$ cat src/rtl/tap_serializer.sv
// Serializes a parallel tap vector one element per strobe, oldest (MSB slice) first.
// The strobe comes from a free-running counter, which also drives the heartbeat LED.
module tap_serializer #(
    parameter int COUNTER_WIDTH = 25,
    parameter int TOTAL_TAPS    = 9,
    parameter int BITS_PER_TAP  = 8,
    parameter int TOTAL_BITS    = 9 * 8
) (
    input  logic                    clk,
    input  logic                    rst_n,
    input  logic [TOTAL_BITS-1:0]   i_taps,
    input  logic                    i_load_valid,
    output logic                    o_load_ready,
    output logic [BITS_PER_TAP-1:0] o_value,
    output logic                    o_value_valid,
    output logic                    o_last,
    output logic                    o_busy,
    output logic                    o_LED
);

    localparam int REM_W = $clog2(TOTAL_TAPS + 1);

    localparam logic [0:0] IDLE = 1'b0;
    localparam logic [0:0] SEND = 1'b1;

    if (TOTAL_BITS != TOTAL_TAPS * BITS_PER_TAP) begin : g_bad_width
        $error("TOTAL_BITS must equal TOTAL_TAPS*BITS_PER_TAP");
    end

    logic [COUNTER_WIDTH-1:0] cnt_q,   cnt_d;
    logic                     stb_q,   stb_d;
    logic [0:0]               state_q, state_d;
    logic [TOTAL_BITS-1:0]    shift_q, shift_d;
    logic [REM_W-1:0]         rem_q,   rem_d;
    logic [BITS_PER_TAP-1:0]  value_q, value_d;
    logic                     valid_q, valid_d;
    logic                     last_q,  last_d;

    always_comb begin
        // NOTE: every signal gets a default first so no path leaves it unassigned (no latch).
        cnt_d   = cnt_q + COUNTER_WIDTH'(1);
        stb_d   = (cnt_q == '0);
        state_d = state_q;
        shift_d = shift_q;
        rem_d   = rem_q;
        value_d = value_q;
        valid_d = 1'b0;
        last_d  = 1'b0;

        case (state_q)
            IDLE: begin
                // A strobe coinciding with the load is deliberately not used for emission.
                if (i_load_valid) begin
                    shift_d = i_taps;
                    rem_d   = REM_W'(TOTAL_TAPS);
                    state_d = SEND;
                end
            end
            SEND: begin
                if (stb_q) begin
                    value_d = shift_q[TOTAL_BITS-1 -: BITS_PER_TAP];
                    shift_d = shift_q << BITS_PER_TAP;
                    rem_d   = rem_q - REM_W'(1);
                    valid_d = 1'b1;
                    if (rem_q == REM_W'(1)) begin
                        last_d  = 1'b1;
                        state_d = IDLE;
                    end
                end
            end
            default: state_d = IDLE;
        endcase
    end

    always_ff @(posedge clk) begin
        // NOTE: state registers use non-blocking assignments so all update together at the edge.
        if (!rst_n) begin
            cnt_q   <= '0;
            stb_q   <= 1'b0;
            state_q <= IDLE;
            shift_q <= '0;
            rem_q   <= '0;
            value_q <= '0;
            valid_q <= 1'b0;
            last_q  <= 1'b0;
        end else begin
            cnt_q   <= cnt_d;
            stb_q   <= stb_d;
            state_q <= state_d;
            shift_q <= shift_d;
            rem_q   <= rem_d;
            value_q <= value_d;
            valid_q <= valid_d;
            last_q  <= last_d;
        end
    end

    assign o_load_ready  = (state_q == IDLE);
    assign o_busy        = (state_q == SEND);
    assign o_value       = value_q;
    assign o_value_valid = valid_q;
    assign o_last        = last_q;
    assign o_LED         = ~cnt_q[COUNTER_WIDTH-1];

endmodule

$ cat config.mk
export PLATFORM = sky130hd
export DESIGN_NAME = tap_serializer
export DESIGN_NICKNAME = d
export VERILOG_FILES = /design/src/rtl/tap_serializer.sv
export SDC_FILE = /design/constraint.sdc
export NUM_CORES = 1
export LEC_CHECK = 0
export CORE_MARGIN = 2
export CORE_UTILIZATION = 40
export CTS_BUF_LIST = sky130_fd_sc_hd__clkbuf_8
export CTS_CLUSTER_DIAMETER = 40
export DETAILED_ROUTE_END_ITERATION = 16
export PLACE_DENSITY_LB_ADDON = 0.05
export SLEW_MARGIN = 0
export SYNTH_ARGS = -nofsm -noshare
export SYNTH_HDL_FRONTEND = slang
export SYNTH_SLANG_ARGS = --single-unit
$ cat constraint.sdc
create_clock -name clk -period 3.8 [get_ports clk]
set_input_delay 0.57 -clock clk [delete_from_list [all_inputs] [get_ports clk]]
set_output_delay 0.57 -clock clk [all_outputs]
set_load 0.01 [all_outputs]
==> results.md, run 1 <==
Outcome:
- The flow ran to the end, and the final reports show no timing, DRC or antenna violations.

Worst setup path:
- The largest delay contributor family on the critical path is buffers and inverters.
- The beginning of the worst register-to-register path is o_busy.
- The required time of the critical path is 3.23 ns.
- The end of the worst register-to-register path is shift_q[30].
- Along the worst path, the maximum fanout reaches 23.
- Walking the worst path, the cells encountered are clkdlybuf4s50_1.
- The kind of launch point of the worst setup path is a flop.
- The path depth of the worst reg2reg path is 4.
- Data on the critical path arrives at its endpoint at 1.61 ns.
- In this run the register-to-register setup slack is 1.74 ns.
- The endpoint class of the critical path is an output port.
- The stage delay of the slowest cell on the critical path is 0.61 ns.
- On the critical path, the stage with the largest delay is an instance of clkdlybuf4s50_1.
- The count of buffer and inverter cells on the critical path is 1.
- The critical path in this run is classified as reg -> out.

STA:
- The post-layout worst setup margin is 1.62 ns.
- The highest achievable clock rate is 0.458 GHz.
- For the pin with the worst max-slew slack, the measured transition is 0.875 ns.
- The worst path in the final design needs a cycle of 2.18 ns, including I/O delays and setup.
- Setup repair after global routing left no endpoint under its margin.
- In the finished design, the share of the clock period the worst path needs comes to 57.4%.
- The final max-slew violation count is 0.
- The count of endpoints failing hold in the final timing report is 0.
- The count of endpoints failing setup in the final report is 0.
- The final worst clock skew is 0.00456 ns.
- The total negative setup slack is 0 ns.
- The worst slew margin relative to its limit is 41.7%.

Clocking:
- The count of instances resized after the clock tree is built is 0.
- The later pin in the worst-skew pair is clocked with a latency of 0.44 ns.
- Clock-pin slew was measured on the worst setup and hold paths at 0.06 ns.
- TritonCTS built the clock tree.
- The cell at the root of the clock tree is clkbuf_8.
- The clock passes through at most 2 buffers.
- Post-CTS timing repair inserted 0 buffers for setup.
- The hold buffer count at CTS is 0.
- The number of CTS-inserted buffers is 17.
- The total number of H-tree levels is 4.
- The count of clock tree sinks is 113.

Detailed routing:
- The first TritonRoute pass finished after 5 iterations.
- In the detailed route, the total length drawn on met3 is 553 um.
- The highest layer touched by signal routing is met4.
- The met2 wire length is 5.20 mm.
- The detailed router finished its first iteration with 315 violations.
- Dividing the detail-routed via count by the number of cells gives 5.11.
- The total number of vias is 3,952.
- The wire length on met1 is 5.53 mm.
- After detailed routing, the number of remaining DRC violations is 0.
- The post-detailed-route wirelength per cell is 14.9 um.
- For this block, the routed nets add up to 11.5 mm of wire.
- The final antenna-violating net count is 0.

Placement:
- The detailed-placement wirelength estimate is 7.92 mm.
- Including well taps, the total number of placed cells is 742.
- Prior to clock tree synthesis, the placed netlist has a worst setup slack of 1.40 ns.
- The number of buffers added on ports is 87.
- The instance area after placement is 0.00605 mm2.
- The final estimated routing congestion in global placement is 0.755.

Job:
- The max-cap check violation count is 0.

Final layout:
- The count of cells in the finished layout, fillers not included, comes to 774.
- The design area is 0.00636 mm2.
- The number of nets in the final layout is 668.
- The diode insertion count for antenna repair is 0.
- The fraction of final layout cells with drive strength greater than 1 is 6.64%.
- The area growth from synthesis to layout is 25.1%.

Floorplan:
- The count of standard-cell rows is 41.
- The height of the die is 117 um.
- The core region area is 0.0125 mm2.
- The initial cell density of the core is 40.6%.
- Pin placement for this block handled 88 I/O pins.
- The floorplan step defined a die boundary enclosing 0.0136 mm2.
- The width of the die is 117 um.

Worst hold path:
- The hold path endpoint is o_value[4].
- The number of stages on the worst hold path is 2.
- The launch point of the worst hold path is o_value[4].
- The path class of the tightest hold or removal check is reg -> reg.

Global routing:
- The via count of the first global-routing pass is 3,831.
- The initial antenna violation count is 0.
- The sum of overflow across all layers after global routing is 0.
- The first global-routing pass estimated 18.8 mm of wire.
- Entering global routing, the biggest net connects 89 pins.
- The global router's overall resource usage is 18.0%.

Logic synthesis:
- The netlist uses 42 different library cells.
- The commonest register cell after synthesis is dfxtp_1.
- The synthesis warning total is 0.
- The fraction of synthesis flops using an asynchronous set or reset pin is 0%.
- The library cell occupying the most area in the post-synthesis netlist is dfxtp_1.
- The share of Yosys cell area claimed by the top area cell type is 44.5%.
- Of the synthesized area, sequential elements account for 44.5%.
- Counting every net in the synthesized netlist gives 599.
- In this run the cell area of the synthesized design comes to 0.00509 mm2.
- Synthesis handed over a netlist of 520 instances.
- Each instance of the synthesized netlist takes up on average 9.78 um2.
- The number of flops mapped to enable cells by yosys is 0.
- The flip-flop and latch count after synthesis is 113.
- Sorting the synthesized cells by area gives the leading types as dfxtp_1 (44%), mux2i_1 (13%), o211a_1 (13%).

Power and ir drop:
- The worst-case IR drop observed on VDD is 0.196 mV.
- In this run the static leakage power is 3.04 nW.
- Dividing total power by cell area gives a power density of 415 mW/mm2.
- The overall power consumption is 2.64 mW.
-- Yosys cell counts, types with 3 or more instances --
master / count
buf_2: 8
ha_1: 4
a21boi_0: 13
xnor2_1: 9
o21ai_0: 6
nor2_1: 3
o211a_1: 65
or3_1: 5
o31ai_1: 4
nand2b_1: 4
nand2_1: 93
nand4_1: 7
nor2b_1: 12
xor2_1: 3
and2_1: 14
clkbuf_1: 29
dfxtp_1: 113
nand3_1: 8
mux2i_1: 67
nor4_1: 4
or4_1: 4
inv_1: 7
and3_1: 5
a22oi_1: 8
-- state kept, by name (all words and copies together), names as in the netlist --
name	count
o_value	8
shift_q	72
o_busy	1
rem_q	4
o_last	1
stb_q	1
o_value_valid	1
cnt_q	25
-- placed cells by master (no fill, tap or decap), types with 5 or more instances in the layout --
cell             count
nand4_1              7
a21boi_0            13
nand2_1             93
clkbuf_8            19
and3_1               5
inv_1               13
nand3_1              8
and2_1              14
o21ai_0              6
mux2i_1             67
dfxtp_1            112
a22oi_1              8
clkinv_2             7
o211a_1             65
nor2b_1             12
clkdlybuf4s50_1     86
or3_1                5
xnor2_1              9
-- power by group --
group	total, mW	leakage [nW]	internal, mW	switching [mW]
sequential	1.33	0.929	1.27	0.0588
clock	0.926	0.196	0.460	0.466
combinational	0.381	1.92	0.209	0.172
-- metal layers --
| layer | global-route usage [%] | vias to the layer above |
|---|---|---|
| li1 | - | 2002 |
| met1 | 23.3 | 1847 |
| met2 | 28.0 | 89 |
| met3 | 4.33 | 14 |
| met4 | 9.18 | 0 |
| met5 | 0 | - |
-- worst max path at each step --
| stage | from | to | slack (ns) | cells after the start |
|---|---|---|---|---|
| floorplan | o_busy | o_load_ready | 2.11 | 4 |
| global placement | i_load_valid | shift_q[15] | 1.45 | 5 |
| detailed placement | i_load_valid | shift_q[53] | 1.40 | 5 |
| CTS | o_busy | o_busy | 1.59 | 1 |
| global route | o_busy | o_busy | 1.56 | 1 |
| finish | o_busy | o_busy | 1.62 | 1 |
-- worst register-to-register path, stage by stage (launching register included) --
cell,delay (ns)
dfxtp_4,0.56
buf_4,0.73
mux2i_1,0.42
nand2_1,0.09
o211a_1,0.15
-- cell type report --
type                       instances  area [um2]
fill                            1192        6150
multi-input combinational        359        2630
sequential                       113        2270
timing repair buffer              91         911
clock buffer                      19         262
tap                              172         215
clock inverter                    13        57.6
inverter                           7        26.3
-- stage by stage --
step	hold WS (ns)	utilization [%]
after detailed placement	0.459	48.3
final	0.463	50.8
after global routing	0.484	50.8
after floorplan	0.432	-
after CTS	0.468	50.8
after global placement	0.449	48.3
-- logic make-up after synthesis --
family                   count (synthesis)  share of synthesized area (%)
AND/OR/NAND/NOR                        171                           16.9
flip-flops                             113                           44.5
XOR/XNOR                                12                           2.07
adder cells (fa/ha/maj)                  4                          0.984
multiplexers                            68                           13.4
buffers and inverters                   48                           3.96
AO/OA/AOI/OAI                          104                           18.2
No activity file was read; power rests on OpenSTA's default activity.
==> run 2, diff against run 1 <==
- clock period: 3.8 -> 1.87 ns (I/O delays scaled with it)
==> run 2 against run 1 <==
Against the previous run: cell count increased by 1.8%; critical path depth increased by 4; total power increased by 110%; flip-flop and latch count unchanged; utilization increased by 1.5 points; wire length increased by 0.41%; die area unchanged; global-route usage decreased by 0.096 points; setup slack got worse by 1.5 ns; sequential power increased by 100%; critical path type is now reg -> reg; largest cell class unchanged; largest power group unchanged; highest routed layer unchanged.
==> results.md, run 2 (synthesized netlist as in run 1, its figures left out) <==
Final layout:
- The largest register by flop count is shift_q.
- The number of nets in the final layout came to 682 (+2.1%).
- The diode insertion count for antenna repair is 0 (unchanged).
- The fraction of final layout cells with drive strength greater than 1 came to 8.93% (+2.3 points).
- The library cells used most frequently in the layout, excluding fill and tap cells, are dfxtp_1 (112), nand2_1 (93), clkdlybuf4s50_1 (86).
- From synthesis to final layout, the design area changed by 28.8%.
- The share of the core filled with cells came to 52.3% (+1.5 points).
- The design area is 0.00655 mm2 (+2.9%).
- The flip-flop count of the largest register, all copies and words added is 72 (unchanged).
- The final instance count without filler cells came to 788 (+1.8%).
- Leaving out fill and tap cells, the most frequent cell in the layout is dfxtp_1.

Power and ir drop:
- The worst ir drop on vdd was 0.465 mV (+140%).
- The power per cell area is 840 mW/mm2 (+100%).
- The leakage component of the power is 3.14 nW (+3.1%).
- The overall power consumption was 5.50 mW (+110%).

Clocking:
- The count of clock tree sinks was 113 (unchanged).
- The total number of H-tree levels is 4 (unchanged).
- TritonCTS built the clock tree.
- The number of CTS-inserted buffers is 17 (unchanged).
- The clock latency on the worst-skew pair came to 0.43 ns (about the same).
- The post-CTS repair timing setup buffer count is 0 (unchanged).
- The CTS clock-pin slew for the worst setup and hold paths came to 0.07 ns (about the same).
- The deepest clock path buffer count came to 2 (unchanged).
- The hold buffer count at CTS is 0 (unchanged).
- The count of instances resized after the clock tree is built was 0 (unchanged).
- The cell at the root of the clock tree is clkbuf_8.

Floorplan:
- The core region area is 0.0125 mm2 (unchanged).
- The initial cell density of the core is 40.6% (unchanged).
- The die outline area is 0.0136 mm2 (unchanged).
- The number of primary I/O pins came to 88 (unchanged).
- The width of the die is 117 um (unchanged).
- The height of the die is 117 um (unchanged).
- The count of standard-cell rows was 41 (unchanged).

Worst setup path:
- The critical path endpoint is cnt_q[20].
- The worst setup path is captured at a flop.
- The critical path starts at cnt_q[0].
- The end of the worst register-to-register path is cnt_q[20].
- The path depth of the worst reg2reg path is 5 (+1).
- The critical path goes through ha_1 -> and3_1 -> nand4_1 -> or4_1 -> a21boi_0.
- The required time of the critical path is 2.23 ns (-1.00 ns).
- The stage delay of the slowest cell on the critical path was 0.43 ns (-0.18 ns).
- The worst setup path is launched from a flop.
- The arrival time of data at the critical path endpoint came to 2.07 ns (+0.46 ns).
- The highest net fanout along the worst path came to 5 (-78%).
- The slowest stage of the critical path belongs to the cell or4_1.
- The worst setup path is of the reg -> reg kind.
- In this run the critical register-to-register path is launched from cnt_q[0].
- The internal reg-to-reg setup slack was 0.16 ns (-1.58 ns).

Global routing:
- The sum of overflow across all layers after global routing is 0 (unchanged).
- After global routing, the most crowded layer is met2.
- The initial antenna violation count is 0 (unchanged).
- The routing usage on met3 is 5.66% (+1.3 points).
- The via count of the first global-routing pass came to 3,814 (-0.44%).
- The global router's overall resource usage came to 17.9% (-0.096 points).
- The global routing met2 resource utilization came to 27.6% (-0.39 points).
- The largest net degree at the start of global routing was 39 (-56%).
- The first-pass GRT wire length was 18.8 mm (unchanged).
- The met1 demand-to-capacity share in global routing is 23.7% (+0.36 points).

STA:
- The total negative setup slack was 0 ns (unchanged).
- The slew at the pin with the worst max-slew slack is 0.655 ns (-0.220 ns).
- The final worst-path cycle share is 91.4%.
- The final max-slew violation count was 0 (unchanged).
- Derived from the worst setup path, the maximum achievable clock frequency is 0.585 GHz.
- The smallest clock period supported by the final layout is computed as 1.71 ns.
- Setup repair after global routing left no endpoint under its margin.
- The worst slew margin relative to its limit is 56.2% (+14 points).
- The final worst clock skew is 0.00951 ns (+0.00494 ns).
- The count of endpoints failing hold in the final timing report is 0 (unchanged).
- The count of endpoints failing setup in the final report is 0 (unchanged).

Placement:
- The number of buffers added on ports is 87 (unchanged).
- The detailed-placement wirelength estimate is 8.10 mm (+2.3%).
- The cell total after placement is 756 (+1.9%).
- The final estimated routing congestion in global placement was 0.738 (-2.3%).
- The instance area after placement was 0.00621 mm2 (+2.8%).

Detailed routing:
- The remaining design rule violation count came to 0 (unchanged).
- The number of detailed-route iterations in the first pass came to 7 (+2).
- The ratio of routed vias to standard cells was 5.07 (-0.78%).
- The total number of vias is 3,992 (+1.0%).
- The first-iteration detailed-routing DRC count was 201 (-36%).
- The post-detailed-route wirelength per cell is 14.7 um (-1.4%).
- The final antenna-violating net count came to 0 (unchanged).
- The routed wire length is 11.6 mm (+0.41%).

Worst hold path:
- The tightest min-delay check is of the in -> reg type.

Job:
- The max-cap check violation count is 0 (unchanged).

Outcome:
- The run finished with clean final reports.
==> run 2: final cells by class <==
type,count,area (um2)
Sequential cell,113,2270
Timing Repair Buffer,105,1080
Clock buffer,21,289
Tap cell,172,215
Fill cell,1205,5970
Clock inverter,11,48.8
Multi-Input combinational cell,359,2630
Inverter,7,26.3
==> run 2: how the worst min path moves through the flow <==
| stage | startpoint | endpoint | cells after the start |
|---|---|---|---|
| floorplan | i_load_valid | o_busy | 2 |
| global placement | cnt_q[0] | cnt_q[0] | 1 |
| detailed placement | cnt_q[0] | cnt_q[0] | 1 |
| CTS | rst_n | cnt_q[22] | 3 |
| global route | rst_n | cnt_q[17] | 2 |
| finish | rst_n | cnt_q[21] | 2 |
==> run 2: routing by layer <==
metal / wire length (um) / up-vias
met2: 5260 / 80
met3: 531 / 10
li1: - / 2033
met5: 0 / -
met4: 122 / 0
met1: 5650 / 1869
==> run 2: worst max-delay path: cells and delay by family, from the launching register on <==
family                   cells  cell delay [ns]
AND/OR/NAND/NOR              3             0.85
flip-flops                   1             0.36
adder cells (fa/ha/maj)      1             0.24
AO/OA/AOI/OAI                1             0.17
==> run 2: stage by stage <==
step                      hold slack [ns]  setup slack (ns)
after CTS                           0.206             0.132
after detailed placement            0.452             0.132
after global routing                0.217            0.0293
after global placement              0.446             0.152
final                               0.237             0.161
after floorplan                     0.432             0.285
==> run 2: power by group <==
group	leakage [nW]	switching, mW	total, mW	internal (mW)
clock network	0.201	0.956	1.97	1.02
logic	2.01	0.368	0.830	0.462
registers	0.929	0.110	2.70	2.59
total	3.14	1.43	5.50	4.07
==> run 3, diff against run 2 <==
- CORE_MARGIN: 2 -> 3
- CORE_UTILIZATION: 40 -> 49
==> run 3 against run 2 <==
Against the previous run: largest cell class unchanged; largest power group unchanged; highest routed layer unchanged; cell count shrank 4.8%; wire length shrank 3.5%; setup slack lost 0.061 ns; combinational power shrank 0.8%.
==> results.md, run 3 (synthesized netlist as in run 1, its figures left out) <==
Power and ir drop:
- The sequential share of power was 44.9% (-4.1 points).
- The leakage component of the power was 3.15 nW (+0.39%).
- The cell-internal power was 4.53 mW (+11%).
- The part of the power in combinational logic is 13.7% (-1.4 points).
- The net switching share of the total power was 24.7% (-1.4 points).
- The power per cell area is 911 mW/mm2 (+8.5%).
- The worst ir drop on vdd is 0.545 mV (+17%).
- The net switching component of the power is 1.48 mW (+3.5%).
- The clock share of power is 41.4% (+5.5 points).

Detailed routing:
- The ratio of routed vias to standard cells is 5.34 (+5.4%).
- The remaining design rule violation count is 0 (unchanged).
- The routed wire length was 11.2 mm (-3.5%).
- The first-iteration detailed-routing DRC count is 168 (-16%).
- The number of detailed-route iterations in the first pass is 7 (unchanged).
- The final antenna-violating net count is 0 (unchanged).
- The total number of vias came to 4,003 (+0.28%).
- The post-detailed-route wirelength per cell is 14.9 um (+1.4%).

Clocking:
- The clock tree from TritonCTS is done.
- The number of CTS-inserted buffers was 17 (unchanged).
- The total number of H-tree levels is 4 (unchanged).
- The clock latency on the worst-skew pair is 0.42 ns (about the same).
- The CTS clock-pin slew for the worst setup and hold paths was 0.07 ns (about the same).
- The count of clock tree sinks came to 113 (unchanged).
- The count of instances resized after the clock tree is built is 0 (unchanged).
- The deepest clock path buffer count is 2 (unchanged).
- In this run the clock root is driven by a clkbuf_8.

Final layout:
- The flip-flop count of the largest register, all copies and words added is 72 (unchanged).
- The area growth from synthesis to layout is 29.7%.
- In the layout the commonest cells are dfxtp_1 (112), nand2_1 (93), clkdlybuf4s50_1 (86).
- The commonest non-fill, non-tap cell in the layout is dfxtp_1.
- The register with the most flip-flops in the final layout is shift_q.
- The final instance count without filler cells came to 750 (-4.8%).
- The diode insertion count for antenna repair is 0 (unchanged).
- The fraction of final layout cells with drive strength greater than 1 is 9.72% (+0.80 points).
- The number of nets in the final layout is 683 (+0.15%).

Worst setup path:
- The critical path goes through clkdlybuf4s50_1.
- The slowest cell on the critical path is clkdlybuf4s50_1.
- STA classifies the critical path startpoint as a flop.
- The highest net fanout along the worst path is 17 (+12).
- The internal reg-to-reg setup slack is 0.1 ns (-0.06 ns).
- The worst setup path is captured at an output port.
- The stage delay of the slowest cell on the critical path is 0.58 ns (+0.15 ns).
- The arrival time of data at the critical path endpoint is 1.49 ns (-0.58 ns).
- The count of buffer and inverter cells on the critical path is 1 (+1).
- The largest delay contributor family on the critical path is buffers and inverters.
- The worst setup path is of the reg -> out kind.
- The required time of the critical path is 1.59 ns (-0.64 ns).

Floorplan:
- The count of standard-cell rows is 36 (-12%).
- The width of the die is 108 um (-7.6%).
- The die outline area is 0.0116 mm2 (-15%).
- The core region area was 0.00995 mm2 (-20%).
- The initial cell density of the core is 51.1% (+10 points).
- The number of primary I/O pins was 88 (unchanged).
- The height of the die is 108 um (-7.6%).

STA:
- The highest achievable clock rate is 0.565 GHz (-3.4%).
- The final worst clock skew is 0.0124 ns (+0.00288 ns).
- The time the final worst path needs with I/O delays and setup is 1.77 ns (+0.0610 ns).
- The total negative setup slack is 0 ns (unchanged).
- The count of endpoints failing hold in the final timing report was 0 (unchanged).
- The final worst-path cycle share is 94.7% (+3.3 points).
- The count of endpoints failing setup in the final report is 0 (unchanged).
- The slew at the pin with the worst max-slew slack is 0.684 ns (+0.0286 ns).
- The worst slew margin relative to its limit came to 54.3% (-1.9 points).
- The final max-slew violation count is 0 (unchanged).
- Setup repair after global routing left no endpoint under its margin.

Placement:
- The final estimated routing congestion in global placement is 0.842 (+14%).
- The cell total after placement is 717 (-5.2%).
- The detailed-placement wirelength estimate is 7.86 mm (-3.0%).
- The number of buffers added on ports is 87 (unchanged).

Global routing:
- The largest net degree at the start of global routing was 84 (+120%).
- The initial antenna violation count is 0 (unchanged).
- The sum of overflow across all layers after global routing is 0 (unchanged).
- The global router's overall resource usage was 19.4% (+1.6 points).
- The first-pass GRT wire length is 18.0 mm (-4.3%).
- The via count of the first global-routing pass is 3,738 (-2.0%).

Worst hold path:
- The classification of the worst-slack hold path is in -> reg.

Outcome:
- The run finished with clean final reports.

Job:
- The max-cap check violation count came to 0 (unchanged).
run 3: cell count changes in the layout (fill, tap and decap cells not counted), sizes merged:
cell	delta
clkbuf	-3
clkinvlp	+4
clkinv	-1
bufinv	+4
inv	-4
buf	+1
run 3: what timing repair did:
item	CTS	global route
endpoints found under the hold margin	0	0
buffers inserted	0	1
hold buffers	0	0
setup endpoints to repair	0	1
run 3: routing by layer:
layer	wire, um	up-vias	global-route usage [%]
met5	0	-	0
met4	62	0	5.68
met3	491	4	5.40
met2	5310	84	30.6
met1	5290	1881	26.0
li1	-	2034	-
run 3: path summary, 6_finish.rpt:
path	startpoint	end	depth (start not counted)
setup / recovery	o_busy	o_busy	1
hold / removal	rst_n	cnt_q[23]	3
setup reg to reg	cnt_q[0]	cnt_q[20]	5
hold reg to reg	o_value[6]	o_value[6]	2
run 3: cell type report:
type / instances / area (um2)
timing repair buffer: 106 / 1070
multi-input combinational: 359 / 2630
fill: 810 / 3360
clock buffer: 18 / 248
tap: 133 / 166
sequential: 113 / 2270
inverter: 7 / 26.3
clock inverter: 14 / 190
run 3: power by group through the flow:
stage          sequential, mW  clock (mW)  combinational, mW
2_1_floorplan            2.71           0              0.516
3_3_place_gp             2.75           0              0.810
3_5_place_dp             2.75           0              0.826
4_1_cts                  2.70        2.55              0.831
5_1_grt                  2.72        2.66              0.908
6_report                 2.70        2.49              0.823
run 3: through the flow:
stage | power [mW] | worst slack [ns] | hold slack [ns] | instance area (um2) | utilization, %
after global placement | 3.56 | 0.159 | 0.447 | 6150 | 61.8
after global routing | 6.29 | 0.00330 | 0.212 | 6600 | 66.3
final | 6.01 | 0.0998 | 0.212 | 6600 | 66.3
after floorplan | 3.23 | 0.285 | 0.432 | 5090 | -
after detailed placement | 3.58 | 0.0823 | 0.456 | 6150 | 61.8
after CTS | 6.08 | 0.0579 | 0.184 | 6590 | 66.2
